`src/rtl/uart_cmd_pkg.sv`:
```
// Shared constants, FSM state type and hex helpers for the UART command parser.
package uart_cmd_pkg;

  localparam logic [7:0] AsciiCr = 8'h0D;
  localparam logic [7:0] AsciiLf = 8'h0A;
  localparam logic [7:0] AsciiL  = 8'h4C;
  localparam logic [7:0] AsciiR  = 8'h52;
  localparam logic [7:0] AsciiK  = 8'h4B;
  localparam logic [7:0] AsciiQ  = 8'h3F;

  typedef enum logic [2:0] {
    StIdle,
    StArgHi,
    StArgLo,
    StWaitCr,
    StDiscard,
    StReply
  } state_e;

  function automatic logic is_hex(input logic [7:0] c);
    return (c >= 8'h30 && c <= 8'h39) || (c >= 8'h41 && c <= 8'h46) ||
           (c >= 8'h61 && c <= 8'h66);
  endfunction

  // Only meaningful when is_hex(c) is true.
  function automatic logic [3:0] hex_to_nib(input logic [7:0] c);
    logic [7:0] t;
    if (c <= 8'h39)      t = c - 8'h30;
    else if (c <= 8'h46) t = c - 8'h37;
    else                 t = c - 8'h57;
    return t[3:0];
  endfunction

  function automatic logic [7:0] nib_to_hex(input logic [3:0] n);
    return (n < 4'd10) ? (8'h30 + {4'h0, n}) : (8'h37 + {4'h0, n});
  endfunction

endpackage

```
`src/rtl/uart_idle_timer.sv`:
```
// Inter-byte idle counter: expired pulses once the count reaches TIMEOUT_CYCLES-1 while enabled.
module uart_idle_timer #(
  parameter int unsigned TIMEOUT_CYCLES = 1000000
) (
  input  logic clk,
  input  logic rst,
  input  logic clear_i,
  input  logic enable_i,
  output logic expired_o
);

  localparam int unsigned CntW = (TIMEOUT_CYCLES > 2) ? $clog2(TIMEOUT_CYCLES) : 1;
  localparam logic [CntW-1:0] CntMax = CntW'(TIMEOUT_CYCLES - 1);

  logic [CntW-1:0] cnt_q, cnt_d;

  always_comb begin
    cnt_d = cnt_q;
    if (clear_i || !enable_i) begin
      cnt_d = '0;
    end else if (cnt_q != CntMax) begin
      cnt_d = cnt_q + 1'b1;
    end
  end

  always_ff @(posedge clk) begin
    if (rst) cnt_q <= '0;
    else     cnt_q <= cnt_d;
  end

  assign expired_o = enable_i && (cnt_q == CntMax);

endmodule

```
`src/rtl/uart_cmd_parser.sv`:
```
// ASCII command parser: "L<h><l>CR" drives LEDs, "RCR" reports switches, replies over UART TX.
// Optional error statistics output err_cnt is built when UART_CMD_STATS_EN is defined.
module uart_cmd_parser
  import uart_cmd_pkg::*;
#(
  parameter int unsigned TIMEOUT_CYCLES = 1000000
) (
  input  logic       clk,
  input  logic       rst,
  input  logic [7:0] rx_data,
  input  logic       rx_valid,
  input  logic [7:0] sw_in,
  output logic [7:0] led_data,
  output logic       led_we,
  output logic [7:0] tx_data,
  output logic       tx_valid,
  input  logic       tx_ready,
  output logic       busy
`ifdef UART_CMD_STATS_EN
  ,
  output logic [7:0] err_cnt
`endif
);

  state_e          state_q, state_d;
  logic            read_q, read_d;
  logic [7:0]      arg_q, arg_d;
  logic [7:0]      led_data_q, led_data_d;
  logic            led_we_q, led_we_d;
  logic [7:0]      tx_data_q, tx_data_d;
  logic            tx_valid_q, tx_valid_d;
  logic [2:0][7:0] rep_q, rep_d;
  logic [1:0]      last_q, last_d;
  logic [1:0]      idx_q, idx_d;
  logic [1:0]      idx_nxt;
  logic            timer_en, expired, err_evt;

  assign timer_en = (state_q == StArgHi) || (state_q == StArgLo) ||
                    (state_q == StWaitCr) || (state_q == StDiscard);

  uart_idle_timer #(
    .TIMEOUT_CYCLES(TIMEOUT_CYCLES)
  ) u_idle_timer (
    .clk      (clk),
    .rst      (rst),
    .clear_i  (rx_valid),
    .enable_i (timer_en),
    .expired_o(expired)
  );

  assign idx_nxt = idx_q + 2'd1;

  always_comb begin
    state_d    = state_q;
    read_d     = read_q;
    arg_d      = arg_q;
    led_data_d = led_data_q;
    led_we_d   = 1'b0;
    tx_data_d  = tx_data_q;
    tx_valid_d = tx_valid_q;
    rep_d      = rep_q;
    last_d     = last_q;
    idx_d      = idx_q;
    err_evt    = 1'b0;

    unique case (state_q)
      StIdle: begin
        if (rx_valid) begin
          if (rx_data == AsciiL) begin
            state_d = StArgHi;
            read_d  = 1'b0;
          end else if (rx_data == AsciiR) begin
            state_d = StWaitCr;
            read_d  = 1'b1;
          end else if (rx_data != AsciiCr && rx_data != AsciiLf) begin
            state_d = StDiscard;
            err_evt = 1'b1;
          end
        end
      end
      StArgHi, StArgLo: begin
        if (rx_valid) begin
          if (is_hex(rx_data)) begin
            if (state_q == StArgHi) begin
              arg_d[7:4] = hex_to_nib(rx_data);
              state_d    = StArgLo;
            end else begin
              arg_d[3:0] = hex_to_nib(rx_data);
              state_d    = StWaitCr;
            end
          end else begin
            state_d = StDiscard;
            err_evt = 1'b1;
          end
        end else if (expired) begin
          state_d = StIdle;
          err_evt = 1'b1;
        end
      end
      StWaitCr, StDiscard: begin
        if (rx_valid) begin
          if (rx_data == AsciiCr) begin
            if (state_q == StDiscard) begin
              rep_d  = {8'h00, AsciiLf, AsciiQ};
              last_d = 2'd1;
            end else if (read_q) begin
              rep_d  = {AsciiLf, nib_to_hex(sw_in[3:0]), nib_to_hex(sw_in[7:4])};
              last_d = 2'd2;
            end else begin
              led_data_d = arg_q;
              led_we_d   = 1'b1;
              rep_d      = {8'h00, AsciiLf, AsciiK};
              last_d     = 2'd1;
            end
            tx_data_d  = rep_d[0];
            tx_valid_d = 1'b1;
            idx_d      = 2'd0;
            state_d    = StReply;
          end else if (state_q == StWaitCr) begin
            state_d = StDiscard;
            err_evt = 1'b1;
          end
        end else if (expired) begin
          state_d = StIdle;
          err_evt = 1'b1;
        end
      end
      StReply: begin
        // Incoming bytes have nowhere to go while replying; they only count as errors.
        if (rx_valid) err_evt = 1'b1;
        if (tx_valid_q && tx_ready) begin
          if (idx_q == last_q) begin
            tx_valid_d = 1'b0;
            idx_d      = 2'd0;
            state_d    = StIdle;
          end else begin
            idx_d     = idx_nxt;
            tx_data_d = (idx_nxt == 2'd2) ? rep_q[2] : rep_q[1];
          end
        end
      end
      default: state_d = StIdle;
    endcase
  end

  always_ff @(posedge clk) begin
    if (rst) begin
      state_q    <= StIdle;
      read_q     <= 1'b0;
      arg_q      <= 8'h00;
      led_data_q <= 8'h00;
      led_we_q   <= 1'b0;
      tx_data_q  <= 8'h00;
      tx_valid_q <= 1'b0;
      rep_q      <= '0;
      last_q     <= 2'd0;
      idx_q      <= 2'd0;
    end else begin
      state_q    <= state_d;
      read_q     <= read_d;
      arg_q      <= arg_d;
      led_data_q <= led_data_d;
      led_we_q   <= led_we_d;
      tx_data_q  <= tx_data_d;
      tx_valid_q <= tx_valid_d;
      rep_q      <= rep_d;
      last_q     <= last_d;
      idx_q      <= idx_d;
    end
  end

  assign led_data = led_data_q;
  assign led_we   = led_we_q;
  assign tx_data  = tx_data_q;
  assign tx_valid = tx_valid_q;
  assign busy     = (state_q != StIdle);

`ifdef UART_CMD_STATS_EN
  logic [7:0] err_cnt_q, err_cnt_d;

  always_comb begin
    err_cnt_d = err_cnt_q;
    if (err_evt && err_cnt_q != 8'hFF) err_cnt_d = err_cnt_q + 8'd1;
  end

  always_ff @(posedge clk) begin
    if (rst) err_cnt_q <= 8'h00;
    else     err_cnt_q <= err_cnt_d;
  end

  assign err_cnt = err_cnt_q;
`else
  logic unused_err_evt;
  assign unused_err_evt = err_evt;
`endif

endmodule

```
`config.mk`:
```
export PLATFORM = sky130hd
export DESIGN_NAME = uart_cmd_parser
export DESIGN_NICKNAME = d
export VERILOG_FILES = /design/src/rtl/uart_cmd_pkg.sv /design/src/rtl/uart_idle_timer.sv /design/src/rtl/uart_cmd_parser.sv
export SDC_FILE = /design/constraint.sdc
export NUM_CORES = 1
export LEC_CHECK = 0
export BUFFER_PORTS_ARGS = -buffer_cell sky130_fd_sc_hd__buf_2
export CAP_MARGIN = 5
export CORE_UTILIZATION = 58
export DETAILED_ROUTE_END_ITERATION = 12
export GPL_TIMING_DRIVEN = 0
export HOLD_SLACK_MARGIN = 0.15
export PLACE_DENSITY_LB_ADDON = 0.25
export RECOVER_POWER = 50
export SYNTH_ARGS = -nofsm -noshare
export SYNTH_HDL_FRONTEND = slang
export SYNTH_SLANG_ARGS = --single-unit
```
`constraint.sdc`:
```
create_clock -name clk -period 2 [get_ports clk]
set_input_delay 0 -clock clk [delete_from_list [all_inputs] [get_ports clk]]
set_output_delay 0 -clock clk [all_outputs]
set_load 0.02 [all_outputs]
```
======== Yosys cells after proc, flatten, opt, wreduce, memory -nomap -nowiden ========
Index checks and enable logic that the tools add are counted.
storage, ports and cells
  register bits after elaboration ......... 70
operators by class
  muxes and demuxes ....................... 41
  $add $sub $neg .......................... 9
  reduce and logical (&&, ||, !) cells .... 30
  eq/ne operators ......................... 22
  bitwise gates (word level) .............. 6
  magnitude comparators ................... 8
operator list
  kind                     number
  $mux W20                 2
  $mux W8                  5
  $mux W3                  12
  $add A6 B4 Y7 const A    4
  $add A20 B1 Y20 const B  1
  $eq A20 B20 Y1 const B   1
  $ne A20 B20 Y1 const B   1
  $reduce_and A5 Y1        4
  $eq A8 B7 Y1 const B     2
  $ge A8 B7 Y1 const B     2
  $le A8 B7 Y1 const B     2
  $ne A8 B4 Y1 const B     2
  $pmux W8 S2              1
  $mux W7                  2
  $mux W2                  6
  $ne A2 B2 Y1 const B     6
  $pmux W3 S4              1
  $reduce_and A4 Y1        3
  $eq A8 B4 Y1 const B     1
  $ge A8 B6 Y1 const B     1
  $le A8 B6 Y1 const B     1
  $lt A4 B4 Y1 const B     2
  $mux W1                  8
  $mux W4                  2
  other kinds (21)         44

======== Longest topological paths before layout ========
  word-level depth ........................ 8
  depth in mapped cells ................... 9
  mapped depth without buffers ............ 7

======== By module ========
From an unflattened synthesis, not the netlist that was laid out.
second synthesis, totals
  cell total of the unflattened synthesis .. 387
  area total of the unflattened synthesis .. 3355.7 sq um
modules (own cells, without submodules)
  module           area each (sq um)  cells each  seq. area each (sq um)  times used
  uart_cmd_parser  2372.3             280         800.8                   1
  uart_idle_timer  983.4              107         400.4                   1

======== Least setup slack after synthesis ========
No wires, ideal clock.
  kind .................................... register to register
  start point ............................. register u_idle_timer.cnt_q[0]
  end point ............................... register u_idle_timer.cnt_q[12]
  path slack .............................. 0.294 ns
  buffers on the path ..................... 0
  arrival time ............................ 1.579 ns
  cell stages (with the launch flop) ...... 7
  required time ........................... 1.872 ns
  cells stage by stage .................... dfxtp_1 -> ha_1 -> nand3_1 -> nor4_1 -> and3_1 -> xnor2_1 -> nor2_1
between the ends
  word-level cells in the longest chain between the ends .. 1
  elaborated cells on any way between the ends .. 2
  those cells by class .................... add/sub: 1; eq/ne: 1
ends and longest elaborated chain
  element                                                   line                                          text
  start, declared                                           uart_idle_timer.sv:15                         logic [CntW-1:0] cnt_q, cnt_d;
  start signal, assigned                                    uart_idle_timer.sv:28                         else cnt_q <= cnt_d;
  $add A20 B1 Y20 / $ne A20 B20 Y1 (equally long branches)  uart_idle_timer.sv:22, uart_idle_timer.sv:21
Parallel ways exist; a longest one is shown, timed or not.
A chain may end at the register's enable or synchronous reset.

======== Final worst setup path ========
  start point ............................. register state_q[2]
  end point ............................... register idx_q[1]
between the ends
  word-level cells in the longest chain between the ends .. 4
  elaborated cells on any way between the ends .. 10
  those cells by class .................... eq/ne: 6; mux: 1; reduce/logical: 3
ends and longest elaborated chain
  element                                                                     line                    text
  start, declared                                                             uart_cmd_parser.sv:25   state_e state_q, state_d;
  start signal, assigned                                                      uart_cmd_parser.sv:148  state_q <= StIdle;
  start signal, assigned                                                      uart_cmd_parser.sv:159  state_q <= state_d;
  $eq A3 B2 Y1 / $eq A3 B3 Y1 (equally long branches)                         uart_cmd_parser.sv:66   unique case (state_q)
  $reduce_or A2 Y1                                                            --
  $ne A2 B2 Y1 (no source line) / $reduce_bool A2 Y1 (equally long branches)  --
  $reduce_and A4 Y1 (no source line)                                          --
  end signal, assigned                                                        uart_cmd_parser.sv:168  idx_q <= idx_d;
  end, declared                                                               uart_cmd_parser.sv:34   logic [1:0] idx_q, idx_d;
Parallel ways exist; a longest one is shown, timed or not.

==> run_results.csv <==
group,metric,value,unit
route,viasPerCell,5.899,
layout,layout_common_cells,"dfxtp_1, nor2_1, nand2_1, clkbuf_1, buf_2",
timing,worst_pin_slew,780.2,ps
timing,setup_viol,0,
synthesis,yosysSeqAreaShare,36.21,%
power_and_ir_drop,power_density,689.1,mW/mm2
global_routing,grt_usage,27.10,%
synthesis,ys_ff_latch,60,
timing,hold_viol_final,0,
layout,layout_commonest_cell,"dfxtp_1",
worst_hold_path,min_path_type,"in2reg",
timing,maxSlewHeadroom,47.51,%
synthesis,async_flop_share,0,%
timing,drv_slew,0,
floorplanning,dieArea,0.006026,mm2
clocking,clk_path_buf_depth,2,
clocking,cts_tree,"yes",
place,place_area,0.003582,mm2
layout,fill_cells,438,
setup_path,rr_worst_depth,6,
setup_path,critical_path.startpoint_type,"flop",
place,place_ws,-6.707,ps
status,outcome,"finished, final reports clean",
route,first_pass_iters,5,
run,max_cap_viol_count,0,
global_routing,grt_pass1_wl,12.92,mm
route,drc,0,
worst_hold_path,hold_depth,3,
route,drt_iter0_markers,148,
layout,diodes,0,
power_and_ir_drop,ir_drop,0.0005182,V
clocking,numClockSinks,60,
place,dp.final_hpwl,5.341,mm
power_and_ir_drop,p_leak,1.397,nW
global_routing,grt_pass1_vias,2894,
layout,layout-drive-gt1-share,15.86,%
timing,period_share,95.81,%
setup_path,crit_fanout,10,
global_routing,overflow,0,
synthesis,yosys.cell_types.count,61,
clocking,clk_pin_slew_worst_paths,70,ps
setup_path,crit_type,"reg2reg",
route,vias,3103,
floorplanning,core,0.005507,mm2
setup_path,crit_arrival,2120,ps
floorplanning,rows,27,
timing,finalSetupTns,0,ps
floorplanning,die_h,77.63,um
route,drtAntennaViolNets,0,
route,routed_wl,7.865,mm
setup_path,endpoint_kind,"flop",
timing,hold_slack,171.3,ps
floorplanning,initial_core_util,60.24,%
layout,nets,478,
timing,period_minus_slack,1916,ps
synthesis,synthCells,393,
global_routing,grt_max_degree,13,
synthesis,synth-edff-count,0,
layout,design_area,0.003928,mm2
synthesis,synth_top_flop_cell,"dfxtp_1",
floorplanning,ios,39,
timing,max_freq,521.8,MHz
synthesis,synth_nets,422,
layout,syn_to_final_growth,18.41,%
clocking,clockRootBuffer,"clkbuf_8",
place,gp_congestion,0.9300,
floorplanning,die_w,77.63,um
synthesis,synth_warnings,0,
clocking,cts_buffers,9,
synthesis,avgSynthCellArea,8.440,um2
timing,setup_ws,83.71,ps
setup_path,cp.required,2200,ps
route,wl_per_cell,14.95,um
clocking,htreeDepth,3,
place,portBuffers,35,
timing,skew,8.643,ps
global_routing,antenna_found_initial,0,
synthesis,netlist_area,0.003317,mm2
clocking,clkLatencyLatePin,340,ps
## area by class of cell
cell class | instances | area (um2) | share of cell area [%]
plain buffers | 19 | 105.1 | 2.676
clock buffers | 9 | 123.9 | 3.154
clock inverters | 7 | 101.3 | 2.580
inverters | 16 | 60.06 | 1.529
multi-input cells | 297 | 1988 | 50.62
flip-flops and latches | 60 | 1202 | 30.61
well taps | 72 | 90.09 | 2.294
repair buffers | 46 | 256.5 | 6.531
## registers in the layout (all words and copies together), names as in the netlist
register	count
arg_q	8
idx_q	2
last_q	1
led_data	8
led_we	1
read_q	1
rep_q	8
state_q	3
tx_data	7
tx_valid	1
u_idle_timer.cnt_q	20
## path summary, 6_finish.rpt
path	startpoint	to	slack (ps)
setup / recovery	state_q[2]	idx_q[1]	80
hold / removal	rx_data[2]	arg_q[6]	170
setup reg to reg	state_q[2]	idx_q[1]	80
hold reg to reg	led_data[7]	led_data[7]	450
## routing by layer
metal	track usage [%]	vias up	share of wire [%]
met1	34.61	1454	44
li1	-	1508	-
met4	13.77	0	2.6
met5	0	-	0
met3	5.412	25	5.4
met2	43.27	116	48
## synthesized netlist by cell type, drive strengths merged, types with 4 or more instances
master	number	area share [%]
a211oi	9	2.0
a21oi	22	3.3
a32oi	7	1.8
buf	9	2.0
clkbuf	11	1.2
dfxtp	60	36
ha	9	3.4
inv	16	1.8
mux2i	14	4.2
nand2	36	4.1
nand2b	8	1.5
nand3	10	1.5
nand4	6	1.1
nor2	58	6.6
nor3	7	1.1
nor4	6	2.0
o21ai	14	2.1
or2	4	0.75
or3	5	0.94
xnor2	11	2.9
xor2	14	3.7
## power by group
part / total [mW] / switching, mW / internal, mW / leakage (nW)
sequential: 1.21 / 0.00622 / 1.20 / 0.484
clock: 1.22 / 0.516 / 0.706 / 0.106
combinational: 0.279 / 0.167 / 0.111 / 0.808
## logic make-up after synthesis
logic type | count (synthesis) | synth area share (%)
other | 1 | 0.1131
XOR/XNOR | 25 | 6.601
multiplexers | 16 | 4.904
buffers and inverters | 36 | 5.055
flip-flops | 60 | 36.21
AND/OR/NAND/NOR | 164 | 26.03
adder cells (fa/ha/maj) | 9 | 3.395
AO/OA/AOI/OAI | 82 | 17.69
## through the flow
stage / cells / power, mW / utilization (%)
3_5_place_dp: 500 / 1.474 / 65.05
6_report: 526 / 2.706 / 71.32
2_1_floorplan: 393 / 1.399 / -
5_1_grt: 526 / 2.797 / 71.32
3_3_place_gp: 500 / 1.466 / 65.05
4_1_cts: 524 / 2.697 / 70.85
## worst max-delay path, stage by stage (launching register included)
cell	delay, ps
dfxtp_1	390
buf_2	240
nor2b_2	290
nand2_1	170
a221oi_4	400
mux2i_1	240
nor2_1	60
## timing repair
action | 4_1_cts | 5_1_grt
pin swaps | 0 | 1
resized for setup | 3 | 10
hold buffers | 8 | 0
endpoints found under the hold margin | 9 | 0
endpoints found under the setup margin | 5 | 13
setup buffers | 0 | 3
Power figures use the tool's default switching activity.
